[config.mk]
export PLATFORM = sky130hd
export DESIGN_NAME = serial_adder_ctrl
export DESIGN_NICKNAME = d
export VERILOG_FILES = /design/src/rtl/serial_adder_ctrl.sv
export SDC_FILE = /design/constraint.sdc
export NUM_CORES = 1
export LEC_CHECK = 0
export ABC_CLOCK_PERIOD_IN_PS = 1400
export CAP_MARGIN = 10
export CORE_UTILIZATION = 50
export DETAILED_ROUTE_END_ITERATION = 12
export PLACE_DENSITY = 0.77
export SYNTH_ARGS = -nofsm -noshare
export SYNTH_HDL_FRONTEND = slang
export SYNTH_SLANG_ARGS = --single-unit
[constraint.sdc]
create_clock -name clk -period 1.4 [get_ports clk]
set_input_delay 0.14 -clock clk [delete_from_list [all_inputs] [get_ports clk]]
set_output_delay 0.14 -clock clk [all_outputs]
set_load 0.03 [all_outputs]
[src/rtl/serial_adder_ctrl.sv]
// Bit-serial adder: captures two WIDTH-bit operands plus carry-in, adds them LSB-first
// through a single full_adder cell one bit per clock, and returns {c_out, sum} over valid/ready.

module full_adder (
  input  logic a,
  input  logic b,
  input  logic c_in,
  output logic s,
  output logic c_out
);
  assign s     = a ^ b ^ c_in;
  assign c_out = (a & b) | (c_in & (a ^ b));
endmodule

module serial_adder_ctrl #(
  parameter int WIDTH = 8
) (
  input  logic             clk,
  input  logic             rst,
  input  logic             in_valid,
  output logic             in_ready,
  input  logic [WIDTH-1:0] a,
  input  logic [WIDTH-1:0] b,
  input  logic             c_in,
  output logic             out_valid,
  input  logic             out_ready,
  output logic [WIDTH-1:0] sum,
  output logic             c_out,
  output logic             busy
);
  localparam int CNT_W = $clog2(WIDTH) + 1;
  localparam int SH_W  = (WIDTH > 1) ? WIDTH - 1 : 1;

  typedef enum logic [1:0] {
    S_IDLE,
    S_ADD,
    S_DONE
  } state_t;

  state_t           r_state;
  logic [WIDTH-1:0] r_a_sh;
  logic [WIDTH-1:0] r_b_sh;
  logic [SH_W-1:0]  r_sum_sh;
  logic             r_carry;
  logic [CNT_W-1:0] r_cnt;
  logic [WIDTH-1:0] r_sum;
  logic             r_c_out;
  logic             r_out_valid;

  logic             w_fa_s;
  logic             w_fa_c;
  logic [WIDTH-1:0] w_sum_next;
  logic [SH_W-1:0]  w_sum_sh_next;

  full_adder u_fa (
    .a    (r_a_sh[0]),
    .b    (r_b_sh[0]),
    .c_in (r_carry),
    .s    (w_fa_s),
    .c_out(w_fa_c)
  );

  // The partial-sum shifter only holds bits already produced, so it is one bit
  // narrower than the result; the single-bit case needs no shifter at all.
  if (WIDTH == 1) begin : g_w1
    assign w_sum_next    = w_fa_s;
    assign w_sum_sh_next = '0;
  end else begin : g_wn
    assign w_sum_next    = {w_fa_s, r_sum_sh};
    assign w_sum_sh_next = w_sum_next[WIDTH-1:1];
  end

  // NOTE: every register, including the shifters, is cleared on reset so a
  // discarded operation leaves no residue visible on sum/c_out.
  always_ff @(posedge clk) begin
    if (rst) begin
      r_state     <= S_IDLE;
      r_a_sh      <= '0;
      r_b_sh      <= '0;
      r_sum_sh    <= '0;
      r_carry     <= 1'b0;
      r_cnt       <= '0;
      r_sum       <= '0;
      r_c_out     <= 1'b0;
      r_out_valid <= 1'b0;
    end else begin
      case (r_state)
        S_IDLE: begin
          if (in_valid) begin
            r_a_sh  <= a;
            r_b_sh  <= b;
            r_carry <= c_in;
            r_cnt   <= '0;
            r_state <= S_ADD;
          end
        end
        S_ADD: begin
          r_sum_sh <= w_sum_sh_next;
          r_carry  <= w_fa_c;
          r_a_sh   <= r_a_sh >> 1;
          r_b_sh   <= r_b_sh >> 1;
          r_cnt    <= r_cnt + 1'b1;
          if (r_cnt == CNT_W'(WIDTH - 1)) begin
            r_sum       <= w_sum_next;
            r_c_out     <= w_fa_c;
            r_out_valid <= 1'b1;
            r_state     <= S_DONE;
          end
        end
        S_DONE: begin
          if (out_ready) begin
            r_out_valid <= 1'b0;
            r_state     <= S_IDLE;
          end
        end
        default: r_state <= S_IDLE;
      endcase
    end
  end

  assign in_ready  = (r_state == S_IDLE);
  assign busy      = (r_state != S_IDLE);
  assign out_valid = r_out_valid;
  assign sum       = r_sum;
  assign c_out     = r_c_out;

endmodule

==> flow_summary_export.csv <==
group,metric,value,unit
status,outcome,"complete, no violations",
finish,stdcell_area,2180,um2
worst_setup_path,start_kind,"register",
placement,dp_hpwl,2720,um
placement,io_buffers,32,
global_route,grtUsageTotal,0.239,
timing,setup_violations,0,
min_path,hold_class,"input port to register",
clocking,clockBufferDepth,2,
synth,ys_warn_count,0,
flow_run,drv_cap,0,
finish,syn2layout_area_growth,28.6,%
worst_setup_path,required,1260,ps
placement,placed_cell_area,2080,um2
global_route,grt_max_degree,41,
clocking,clockRootBuffer,"clkbuf_4",
synth,syn-cell-area,1700,um2
placement,placed_cells,266,
timing,finalCritPeriodShare,0.949,
timing,fmax,753,MHz
clocking,clkTransAtPathRegs,110,ps
power_and_ir_drop,p_sw,0.587,mW
synth,netlist_top_cells_area,"dfxtp_1, a211oi_1, nor2_1, a21oi_1, o2bb2ai_1",
power_and_ir_drop,power.leakage,0.813,nW
synth,avgSynthCellArea,8.62,um2
worst_setup_path,r2r-end,"sum[1]$_SDFFE_PP0P_",
min_path,min_from,"a[7]",
finish,layout.cells.non_filler,275,
timing,worst_pin_slew,305,ps
floorplanning,die_h,60.3,um
detailed_routing,dr.pass1.iters,5,
global_route,use_met2,0.388,
worst_setup_path,crit_fanout,4,
clocking,cts_tree,"done",
floorplanning,fp.coreArea,3130,um2
worst_setup_path,r2r-start,"r_state[1]$_SDFFE_PP0P_",
floorplanning,rows,20,
global_route,grt_use_met3,0.0628,
timing,relSlewSlack,0.797,
timing,finalHoldViolations,0,
timing,fin_crit,1330,ps
floorplanning,dieArea,3630,um2
finish,antenna_cells,0,
worst_setup_path,critical_path_arrival,1190,ps
power_and_ir_drop,vdd_drop_max,0.702,mV
finish,fin_nets,253,
timing,fin_worst_skew,11.2,ps
global_route,busiest_layer,"met2",
worst_setup_path,r2r_setup_slack,100,ps
power_and_ir_drop,intPower,1.71,mW
timing,final_max_slew_viol_count,0,
detailed_routing,drt_wl_total,4060,um
synth,yosys.area.top_type,"dfxtp_1",
power_and_ir_drop,power_frac_clock,0.333,
global_route,grt_pass1_wl,6450,um
timing,rsz0062_at_grt,"false",
detailed_routing,wl_per_cell,14.8,um
floorplanning,initial_core_util,0.543,
detailed_routing,drt-initial-drc-count,98,
global_route,grt_pass1_vias,1462,
synth,synth_cell_type_count,28,
detailed_routing,vias,1604,
clocking,ctsHoldBuffers,0,
synth,post-synth-top-area-fraction,0.472,
detailed_routing,postRouteAntennaNets,0,
global_route,grt_use_met1,0.305,
detailed_routing,viasPerCell,5.83,
clocking,clk_latency,350,ps
power_and_ir_drop,p_sw_frac,0.255,
power_and_ir_drop,p_comb_frac,0.133,
global_route,antenna_found_initial,0,
power_and_ir_drop,power_density,1050,nW/um2
synth,synth_nets,220,
global_route,overflow,0,
placement,gp_congestion,0.749,
worst_setup_path,crit_path_end,"in_ready",
synth,yosysSeqAreaShare,0.472,
clocking,cts_setup_buffers,0,
worst_setup_path,rr_worst_depth,5,
clocking,clock-sinks,40,
worst_setup_path,startpoint,"r_state[0]$_SDFFE_PP0P_",
floorplanning,die_w,60.3,um
worst_setup_path,crit_type,"register to output port",
floorplanning,pin_count,33,
detailed_routing,drcViolationCount,0,
power_and_ir_drop,seq_power_share,0.533,
worst_setup_path,end_kind,"output port",
finish,drive_above_1_share,0.121,
clocking,cts_buffers,5,
clocking,htreeDepth,2,
synth,synth-seq-cells,40,
synth,synthCells,197,
-- flip-flops by register name (all words and copies together), names as in the netlist --
signal,count
c_out,1
out_valid,1
r_a_sh,8
r_b_sh,8
r_carry,1
r_cnt,4
r_state,2
r_sum_sh,7
sum,8
-- synth_stat cells (all sizes together) --
cell type	count
o21ba	1
a31oi	1
a211oi	16
mux2i	1
o21bai	1
nand2b	2
or3	2
and3b	1
nand3	11
ha	1
o32a	1
o22ai	5
a32oi	2
nand3b	1
o2bb2ai	10
dfxtp	40
o31ai	9
inv	3
buf	9
and2b	1
a22oi	1
nand2	21
fa	1
nor2	30
a21oi	19
clkbuf	7
-- critical path, stage by stage, from the launching register on --
cell and delay (ps):
dfxtp_2 360, nor2_2 160, clkdlybuf4s15_2 330
-- stage by stage --
| stage | setup TNS [ps] | hold WS [ps] | total power, mW | worst slack, ps | utilization |
|---|---|---|---|---|---|
| 4_1_cts | 0 | 428 | 2.31 | 14.6 | 0.687 |
| 3_3_place_gp | 0 | 444 | 1.54 | 75.9 | 0.664 |
| 6_report | 0 | 438 | 2.30 | 71.8 | 0.698 |
| 2_1_floorplan | 0 | 312 | 1.43 | 55.3 | - |
| 3_5_place_dp | -20.5 | 462 | 1.55 | -20.5 | 0.664 |
| 5_1_grt | 0 | 460 | 2.40 | 8.09 | 0.698 |
-- worst min path at each step --
stage / to / slack (ps) / cells past startpoint
after detailed placement: r_sum_sh[0]$_SDFFE_PP0P_ / 460 / 2
after global routing: r_a_sh[7]$_SDFFE_PP0P_ / 460 / 3
after CTS: r_a_sh[7]$_SDFFE_PP0P_ / 430 / 3
after global placement: r_sum_sh[0]$_SDFFE_PP0P_ / 440 / 2
final: r_a_sh[7]$_SDFFE_PP0P_ / 440 / 3
after floorplan: r_a_sh[7]$_SDFFE_PP0P_ / 310 / 2
-- cell type report --
class                   count  area (um2)
fillers                   277         945
multi-input cells         139         832
flip-flops and latches     40         802
repair buffers             41         399
well taps                  44        55.1
clock inverters             3        42.5
clock buffers               5        37.5
inverters                   3        15.0
-- timing repair --
action / in CTS / in global routing
hold endpoints to repair: 0 / 0
setup endpoints to repair: 13 / 22
gates cloned: 0 / 1
gates resized for setup: 14 / 7
-- power by group through the flow --
stage               clock [mW]  sequential [mW]  combinational (mW)
CTS                      0.780             1.23               0.302
detailed placement           0             1.25               0.301
finish                   0.767             1.23               0.307
floorplan                    0             1.24               0.190
global route             0.827             1.23               0.334
global placement             0             1.25               0.289
-- kinds of logic after synthesis --
kind of cell    after synthesis  synth area share
mux                           1           0.00590
fa+ha+maj                     2            0.0192
simple gates                 69             0.174
compound gates               66             0.271
flops                        40             0.472
buf+inv                      19            0.0582
-- routing by layer --
metal,wire (um),up-vias,share of wire
met2,1980,53,0.49
met3,232,7,0.057
li1,-,783,-
met1,1800,761,0.44
met4,45,0,0.011
met5,0,-,0
-- placed cells by master (no fill, tap or decap), types with 7 or more instances in the layout --
cell,netlist,routed
dfxtp_1,40,39
nor2_1,30,29
nand2_1,21,20
clkdlybuf4s50_1,0,20
a21oi_1,19,19
a211oi_1,16,16
nand3_1,11,11
o2bb2ai_1,10,10
dlygate4sd2_1,0,10
buf_4,4,8
o31ai_1,9,7
Power figures use the tool's default switching activity.
